`config.mk`:
```
export PLATFORM = sky130hd
export DESIGN_NAME = soc_timer
export DESIGN_NICKNAME = d
export VERILOG_FILES = /design/src/rtl/soc_timer.sv
export SDC_FILE = /design/constraint.sdc
export NUM_CORES = 1
export LEC_CHECK = 0
export BUFFER_PORTS_ARGS = -buffer_cell sky130_fd_sc_hd__buf_2
export CELL_PAD_IN_SITES_DETAIL_PLACEMENT = 0
export CELL_PAD_IN_SITES_GLOBAL_PLACEMENT = 2
export CORE_MARGIN = 1.5
export CORE_UTILIZATION = 36
export CTS_CLUSTER_SIZE = 12
export DETAILED_ROUTE_END_ITERATION = 16
export PLACE_DENSITY_LB_ADDON = 0.15
export RECOVER_POWER = 50
export REMOVE_ABC_BUFFERS = 1
export SYNTH_ARGS = -nofsm -noshare
export SYNTH_HDL_FRONTEND = slang
export SYNTH_SLANG_ARGS = --single-unit
```
`constraint.sdc`:
```
create_clock -name r_clk -period 3.7 [get_ports r_clk]
set_input_delay 0.185 -clock r_clk [delete_from_list [all_inputs] [get_ports r_clk]]
set_output_delay 0.185 -clock r_clk [all_outputs]
set_load 0.01 [all_outputs]
```
`src/rtl/soc_timer.sv`:
```
`default_nettype none
// ============================================================================
// Module   : soc_timer
// Purpose  : picorv32 MMIO timer: prescaled 32-bit counter, compare match,
//            sticky MATCH/OVF status with IRQ. Optional watchdog under the
//            SOC_TIMER_WDT_EN macro.
// Revision : 1.0 - initial release
// ============================================================================
module soc_timer #(
    parameter logic [31:0] BASE_ADDR  = 32'h0100_0020,
    parameter int          PRESCALE_W = 16
) (
    input  logic        r_clk,
    input  logic        rst_n,
    input  logic        mem_valid,
    input  logic [31:0] mem_addr,
    input  logic [31:0] mem_wdata,
    input  logic [3:0]  mem_wstrb,
    output logic        tmr_hit,
    output logic        tmr_ready,
    output logic [31:0] tmr_rdata,
    output logic        irq,
    output logic        wdt_panic
);
    localparam logic [2:0] c_off_ctrl     = 3'd0;
    localparam logic [2:0] c_off_prescale = 3'd1;
    localparam logic [2:0] c_off_count    = 3'd2;
    localparam logic [2:0] c_off_compare  = 3'd3;
    localparam logic [2:0] c_off_status   = 3'd4;

    logic [3:0]            ctrl_q, ctrl_d;
    logic [PRESCALE_W-1:0] prescale_q, prescale_d;
    logic [PRESCALE_W-1:0] pcnt_q, pcnt_d;
    logic [31:0]           count_q, count_d;
    logic [31:0]           compare_q, compare_d;
    logic                  match_q, match_d;
    logic                  ovf_q, ovf_d;
    logic                  irq_q, irq_d;
    logic                  ready_q, ready_d;
    logic [31:0]           rdata_q, rdata_d;

`ifdef SOC_TIMER_WDT_EN
    localparam logic [2:0]  c_off_wdt_kick = 3'd5;
    localparam logic [2:0]  c_off_wdt_load = 3'd6;
    localparam logic [31:0] c_wdt_key      = 32'h0000_A5A5;

    logic [31:0] wdt_load_q, wdt_load_d;
    logic [31:0] wdt_cnt_q, wdt_cnt_d;
    logic        wdt_panic_q, wdt_panic_d;
`endif

    logic [2:0]  w_off;
    logic        w_req;
    logic        w_wr;
    logic        w_tick;
    logic [31:0] w_rd_val;
    logic        unused_addr_lsb;

    function automatic logic [31:0] merge_bytes(input logic [31:0] old_v,
                                                input logic [31:0] new_v,
                                                input logic [3:0]  strb);
        logic [31:0] res;
        for (int b = 0; b < 4; b++) begin
            res[8*b +: 8] = strb[b] ? new_v[8*b +: 8] : old_v[8*b +: 8];
        end
        return res;
    endfunction

    assign tmr_hit         = (mem_addr[31:5] == BASE_ADDR[31:5]);
    assign w_off           = mem_addr[4:2];
    assign unused_addr_lsb = &{1'b0, mem_addr[1:0]};
    // Blocking on ready_q forces the one-idle-cycle gap between transactions.
    assign w_req           = mem_valid & tmr_hit & ~ready_q;
    assign w_wr            = w_req & (|mem_wstrb);
    assign w_tick          = ctrl_q[0] & (pcnt_q == prescale_q);

    always_comb begin
        w_rd_val = '0;
        case (w_off)
            c_off_ctrl:     w_rd_val = {28'd0, ctrl_q};
            c_off_prescale: w_rd_val = 32'(prescale_q);
            c_off_count:    w_rd_val = count_q;
            c_off_compare:  w_rd_val = compare_q;
            c_off_status:   w_rd_val = {30'd0, ovf_q, match_q};
`ifdef SOC_TIMER_WDT_EN
            c_off_wdt_kick: w_rd_val = wdt_cnt_q;
            c_off_wdt_load: w_rd_val = wdt_load_q;
`endif
            default:        w_rd_val = '0;
        endcase
    end

    always_comb begin
        ctrl_d     = ctrl_q;
        prescale_d = prescale_q;
        pcnt_d     = pcnt_q;
        count_d    = count_q;
        compare_d  = compare_q;
        match_d    = match_q;
        ovf_d      = ovf_q;

        if (ctrl_q[0]) begin
            pcnt_d = w_tick ? '0 : pcnt_q + 1'b1;
        end

        // W1C is applied before the hardware set below so a coincident set wins.
        if (w_wr) begin
            case (w_off)
                c_off_ctrl: begin
                    if (mem_wstrb[0]) begin
                        ctrl_d[2:0] = mem_wdata[2:0];
`ifdef SOC_TIMER_WDT_EN
                        ctrl_d[3]   = ctrl_q[3] | mem_wdata[3];
`endif
                    end
                end
                c_off_prescale: begin
                    for (int i = 0; i < PRESCALE_W; i++) begin
                        if (mem_wstrb[i/8]) prescale_d[i] = mem_wdata[i];
                    end
                    pcnt_d = '0;
                end
                c_off_count:   count_d   = merge_bytes(count_q, mem_wdata, mem_wstrb);
                c_off_compare: compare_d = merge_bytes(compare_q, mem_wdata, mem_wstrb);
                c_off_status: begin
                    if (mem_wstrb[0] && mem_wdata[0]) match_d = 1'b0;
                    if (mem_wstrb[0] && mem_wdata[1]) ovf_d   = 1'b0;
                end
                default: ;
            endcase
        end

        // A bus write to COUNT overrides the tick entirely.
        if (w_tick && !(w_wr && (w_off == c_off_count))) begin
            if (count_q == compare_q) begin
                match_d = 1'b1;
                count_d = ctrl_q[1] ? 32'd0 : count_q + 32'd1;
            end else begin
                count_d = count_q + 32'd1;
            end
            if (count_q == 32'hFFFF_FFFF) ovf_d = 1'b1;
        end

        irq_d   = ctrl_q[2] & (match_q | ovf_q);
        ready_d = w_req;
        rdata_d = w_req ? w_rd_val : 32'd0;
    end

    always_ff @(posedge r_clk) begin
        if (!rst_n) begin
            ctrl_q     <= '0;
            prescale_q <= '0;
            pcnt_q     <= '0;
            count_q    <= '0;
            compare_q  <= '0;
            match_q    <= 1'b0;
            ovf_q      <= 1'b0;
            irq_q      <= 1'b0;
            ready_q    <= 1'b0;
            rdata_q    <= '0;
        end else begin
            ctrl_q     <= ctrl_d;
            prescale_q <= prescale_d;
            pcnt_q     <= pcnt_d;
            count_q    <= count_d;
            compare_q  <= compare_d;
            match_q    <= match_d;
            ovf_q      <= ovf_d;
            irq_q      <= irq_d;
            ready_q    <= ready_d;
            rdata_q    <= rdata_d;
        end
    end

    assign tmr_ready = ready_q;
    assign tmr_rdata = rdata_q;
    assign irq       = irq_q;

`ifdef SOC_TIMER_WDT_EN
    always_comb begin
        wdt_load_d  = wdt_load_q;
        wdt_cnt_d   = wdt_cnt_q;
        wdt_panic_d = wdt_panic_q;
        if (w_wr && (w_off == c_off_wdt_load)) begin
            wdt_load_d = merge_bytes(wdt_load_q, mem_wdata, mem_wstrb);
        end
        // Reload on a valid kick or on the 0->1 edge of WDT_EN.
        if ((w_wr && (w_off == c_off_wdt_kick) && (mem_wdata == c_wdt_key)) ||
            (w_wr && (w_off == c_off_ctrl) && mem_wstrb[0] && mem_wdata[3] && !ctrl_q[3])) begin
            wdt_cnt_d = wdt_load_q;
        end else if (ctrl_q[3]) begin
            if (wdt_cnt_q != 32'd0) wdt_cnt_d = wdt_cnt_q - 32'd1;
            if (wdt_cnt_q <= 32'd1) wdt_panic_d = 1'b1;
        end
    end

    always_ff @(posedge r_clk) begin
        if (!rst_n) begin
            wdt_load_q  <= '0;
            wdt_cnt_q   <= '0;
            wdt_panic_q <= 1'b0;
        end else begin
            wdt_load_q  <= wdt_load_d;
            wdt_cnt_q   <= wdt_cnt_d;
            wdt_panic_q <= wdt_panic_d;
        end
    end

    assign wdt_panic = wdt_panic_q;
`else
    assign wdt_panic = 1'b0;
`endif

endmodule
`default_nettype wire

```
Word level (Yosys, flattened, before mapping)

Index checks and enable logic that the tools add are counted.

Output and inout port bits: 36
Bits in registers: 135
Bits of input ports: 71
Word-level logic and storage cells: 83

Equal/unequal tests: 8
$add $sub $neg: 2
Muxes and demuxes: 24
Bitwise gates (word level): 7
Reductions and logical operators: 25

Operators by type and width:

| kind                    | count |
|---|---|
| $mux W32                | 5 |
| $pmux W32 S5            | 1 |
| $mux W16                | 4 |
| $reduce_and A3 Y1       | 11 |
| $add A32 B1 Y32 const B | 1 |
| $eq A32 B32 Y1          | 1 |
| $eq A32 B32 Y1 const B  | 1 |
| $mux W8                 | 4 |
| $eq A27 B20 Y1 const B  | 1 |
| $add A16 B1 Y16 const B | 1 |
| $eq A16 B16 Y1          | 1 |
| $reduce_bool A2 Y1      | 6 |
| $mux W1                 | 10 |
| $eq A3 B2 Y1 const B    | 2 |
| $and A1 B1 Y1           | 5 |
| $logic_and A1 B1 Y1     | 4 |
| $reduce_or A4 Y1        | 1 |
| $eq A3 B1 Y1 const B    | 1 |
| $eq A3 B3 Y1 const B    | 1 |
| $logic_not A3 Y1        | 1 |
| $reduce_and A2 Y1       | 1 |
| $logic_not A1 Y1        | 1 |
| $not A1 Y1              | 1 |
| $or A1 B1 Y1            | 1 |

Depth between registers and ports, before layout

Depth in word-level cells: 9
Depth in mapped cells: 10

Least setup slack after synthesis

No wires, ideal clock.

Kind: register to register
From: reg count_q[0]
To: reg count_q[30]
Buffers on the path: 0
Path slack: 1.445 ns
Data arrival time: 2.141 ns
Cell stages (with the launch flop): 9
Required time: 3.586 ns
Path through: dfxtp_1 -> ha_1 -> nand3_1 -> nor2_1 -> nand4_1 -> or4_1 -> nor2_1 -> o21ai_0 -> a21o_1

Word-level cells in the longest chain between the ends: 4

Ends and longest elaborated chain:

| element                | RTL line | RTL |
|---|---|---|
| from (decl)            | 34       | `logic [31:0] count_q, count_d;` |
| from (signal assigned) | 165      | `count_q <= count_d;` |
| $add A32 B1 Y32        | 137, 139 |  |
| $mux W32               | 137      | `count_d = ctrl_q[1] ? 32'd0 : count_q + 32'd1;` |
| $mux W32 (*)           | 135      | `if (count_q == compare_q) begin` |
| $mux W32 (*)           | 134      | `if (w_tick && !(w_wr && (w_off == c_off_count))) begin` |

Mark *: on every way between the ends. The rest lies on a longest branch, timed or not.
A chain may end at the register's enable or synchronous reset.

Worst setup path in the final report

From: reg pcnt_q[6]
To: reg count_q[8]

Word-level cells in the longest chain between the ends: 5

Ends and longest elaborated chain:

| element                             | RTL line | RTL |
|---|---|---|
| from (decl)                         | 33       | `logic [PRESCALE_W-1:0] pcnt_q, pcnt_d;` |
| from (signal assigned)              | 164      | `pcnt_q <= pcnt_d;` |
| $eq A16 B16 Y1 (*)                  | 75       | `assign w_tick = ctrl_q[0] & (pcnt_q == prescale_q);` |
| $and A1 B1 Y1 (*)                   | 75       |  |
| $logic_and A1 B1 Y1 (*)             | 134      |  |
| $reduce_bool A2 Y1 (no source line) | --       |  |
| $reduce_and A3 Y1 (no source line)  | --       |  |

Marks and branches as above.

==> results.json <==
{
  "fin_nets": 987,
  "drt-initial-drc-count": 319,
  "die-width_um": 141,
  "fmax_ghz": 0.341,
  "initial_core_util_pct": 36.5,
  "setup_tns_ps": 0,
  "seq_area_frac_synth_pct": 39.7,
  "grtUsageTotal_pct": 22.9,
  "cts_htree_levels": 4,
  "clk-insertion-delay-late_ps": 420,
  "grt_pass1_wl_mm": 34.6,
  "grt_setup_unrepaired": "no",
  "syn_avg_cell_area_um2": 8.18,
  "setup_viol": 0,
  "vdd_drop_max_mv": 0.276,
  "cts_hold_buffers": 0,
  "syn2layout_area_growth_pct": 17.8,
  "ys_async_sr_fraction_pct": 0,
  "ios": 107,
  "clockBufferDepth": 2,
  "antenna_found_initial": 0,
  "drtPass1Iterations": 5,
  "wl_per_cell_um": 19.1,
  "core_region_area_um2": 18600,
  "slew_headroom_pct": 44.2,
  "critPathArrivalTime_ps": 3270,
  "final_common_cell": "nand2_1",
  "path_class": "register to register",
  "cts_made_buffers": 17,
  "drt_wl_total_mm": 22.1,
  "cts_tree": "done",
  "hp-class": "input port to register",
  "synth_edf_count": 0,
  "n_antenna_cell": 0,
  "setup_ws_ps": 763,
  "dp.cells": 1129,
  "stdcell_count": 1160,
  "syn_area_um2": 6810,
  "place_congestion": 0.849,
  "netlist_instances": 833,
  "crit_path_max_incr_delay_ps": 540,
  "vias": 6342,
  "grt_pass1_vias": 6182,
  "crit_chain": "xor2_1 -> nor4_1 -> and4_1 -> nand3_1 -> nand2b_1 -> or4_1 -> a31oi_1",
  "cap_viol_max_count": 0,
  "total_power_w": 0.00324,
  "grt_max_degree": 46,
  "die_area_um2": 19800,
  "path_clk_slew_ps": 60,
  "avgViaCountPerCell": 5.47,
  "p_per_area_nw_per_um2": 404,
  "ys_ff_latch": 135,
  "outcome": "finished clean",
  "p_leak_nw": 2.95,
  "io_buffers": 103,
  "grt_overflow": 0,
  "dieHeight_um": 141,
  "most-common-layout-cells": "137 x nand2_1, 135 x dfxtp_1, 83 x nor2_1",
  "min_period_over_period_pct": 79.4,
  "cts_root_buffer": "clkbuf_16",
  "cp-end-kind": "register",
  "layout-drive-gt1-share_pct": 15.3,
  "post_cts_resized": 0,
  "cp_slowest_cell": "or4_1",
  "finalMaxSlewViolations": 0,
  "rows": 50,
  "yosys_warnings": 0,
  "synth-main-ff-cell": "dfxtp_1",
  "tightest_slew_ps": 838,
  "period_minus_slack_ps": 2940,
  "cp_max_fo": 10,
  "postCtsSetupRepairBufs": 0,
  "dp.final_hpwl_mm": 16.3,
  "clock_skew_ps": 8.98,
  "clock-sinks": 135,
  "ant_nets": 0,
  "worst_hold_slack_ps": 21.4,
  "drc": 0,
  "crit_required_ps": 4030,
  "synth.distinct_cells": 64,
  "cp-start-kind": "register",
  "hold_viol": 0,
  "place_ws_ps": 760
}
==> cell type report <==
type | count | area (µm²)
clock buffers | 24 | 512
clock inverters | 7 | 67.6
fillers | 1926 | 10600
inverters | 5 | 18.8
multi-input cells | 638 | 3860
flip-flops and latches | 135 | 2700
well taps | 234 | 293
repair buffers | 117 | 569
==> worst max-delay path: cells and delay by family, from the launching register on <==
kind / cells / cell delay, ps
AOI/OAI and AO/OA: 1 / 130
xor gates and xnor gates: 1 / 130
DFF: 1 / 430
and+or+nand+nor: 5 / 2160
==> cell families (layout without fill, tap and decap cells) <==
logic type / count (synthesis) / count (layout) / synth area share [%]
mux: 28 / 28 / 4.39
simple gates: 379 / 379 / 27.4
compound gates: 149 / 149 / 14.4
other cells: 1 / 1 / 0.0550
flops: 135 / 135 / 39.7
xor+xnor: 79 / 79 / 10.2
buf+inv: 60 / 153 / 3.54
fa+ha+maj: 2 / 2 / 0.367
==> cell usage after synthesis (3+ instances only) <==
library cell | n | area (µm²)
a21o_1 | 6 | 45.0
a21oi_1 | 53 | 265
a22oi_1 | 34 | 255
a31oi_1 | 13 | 81.3
and2_1 | 7 | 43.8
and3_1 | 14 | 87.6
and4_1 | 3 | 26.3
buf_2 | 7 | 35.0
clkbuf_1 | 44 | 165
dfxtp_1 | 135 | 2700
inv_1 | 4 | 15.0
mux2_2 | 15 | 169
mux2i_1 | 13 | 130
nand2_1 | 137 | 514
nand2b_1 | 6 | 37.5
nand3_1 | 51 | 255
nand4_1 | 24 | 150
nor2_1 | 83 | 312
nor2b_1 | 7 | 43.8
nor3_1 | 9 | 45.0
nor4_1 | 10 | 62.6
nor4_2 | 3 | 37.5
o21ai_0 | 12 | 60.1
o21ai_1 | 3 | 15.0
o2bb2ai_1 | 4 | 35.0
o41ai_1 | 4 | 35.0
or3_1 | 3 | 18.8
xnor2_1 | 53 | 464
xor2_1 | 26 | 228
==> where the power goes <==
part           total (W)      switching (W)  leakage, nW  internal, W
clock network    0.00166           0.000639        0.280      0.00102
registers        0.00145  0.000000000000494         1.09      0.00145
logic           0.000123          0.0000821         1.58    0.0000413
total            0.00324           0.000721         2.95      0.00252
==> per-stage QoR <==
stage	utilization [%]	area, µm²
2_1_floorplan	-	6590
3_3_place_gp	40.2	7500
3_5_place_dp	40.2	7500
4_1_cts	43.4	8080
5_1_grt	43.0	8030
6_report	43.0	8030
==> layer usage <==
layer	vias up	track usage [%]	wire length, µm
met5	-	0	0
met4	0	7.62	323
met3	25	3.97	842
met2	152	38.9	10800
met1	3081	29.5	10200
li1	3084	-	-
==> path summary, 6_finish.rpt <==
check | startpoint | to | slack (ps) | cells after the start
worst max register to register | pcnt_q[6]$_SDFF_PN0_ | count_q[8]$_SDFFE_PN0P_ | 760 | 7
worst max-delay path | pcnt_q[6]$_SDFF_PN0_ | count_q[8]$_SDFFE_PN0P_ | 760 | 7
worst min register to register | compare_q[21]$_SDFFE_PN0P_ | compare_q[21]$_SDFFE_PN0P_ | 480 | 2
worst min-delay path | mem_wdata[30] | compare_q[30]$_SDFFE_PN0P_ | 20 | 3
==> sequential cells by signal, indices dropped and copies added (netlist names) <==
| name | cells |
|---|---|
| prescale_q | 16 |
| pcnt_q | 16 |
| match_q | 1 |
| irq | 1 |
| ctrl_q | 3 |
| count_q | 32 |
| compare_q | 32 |
| tmr_ready | 1 |
| ovf_q | 1 |
| tmr_rdata | 32 |
No activity file was read; power rests on OpenSTA's default activity.
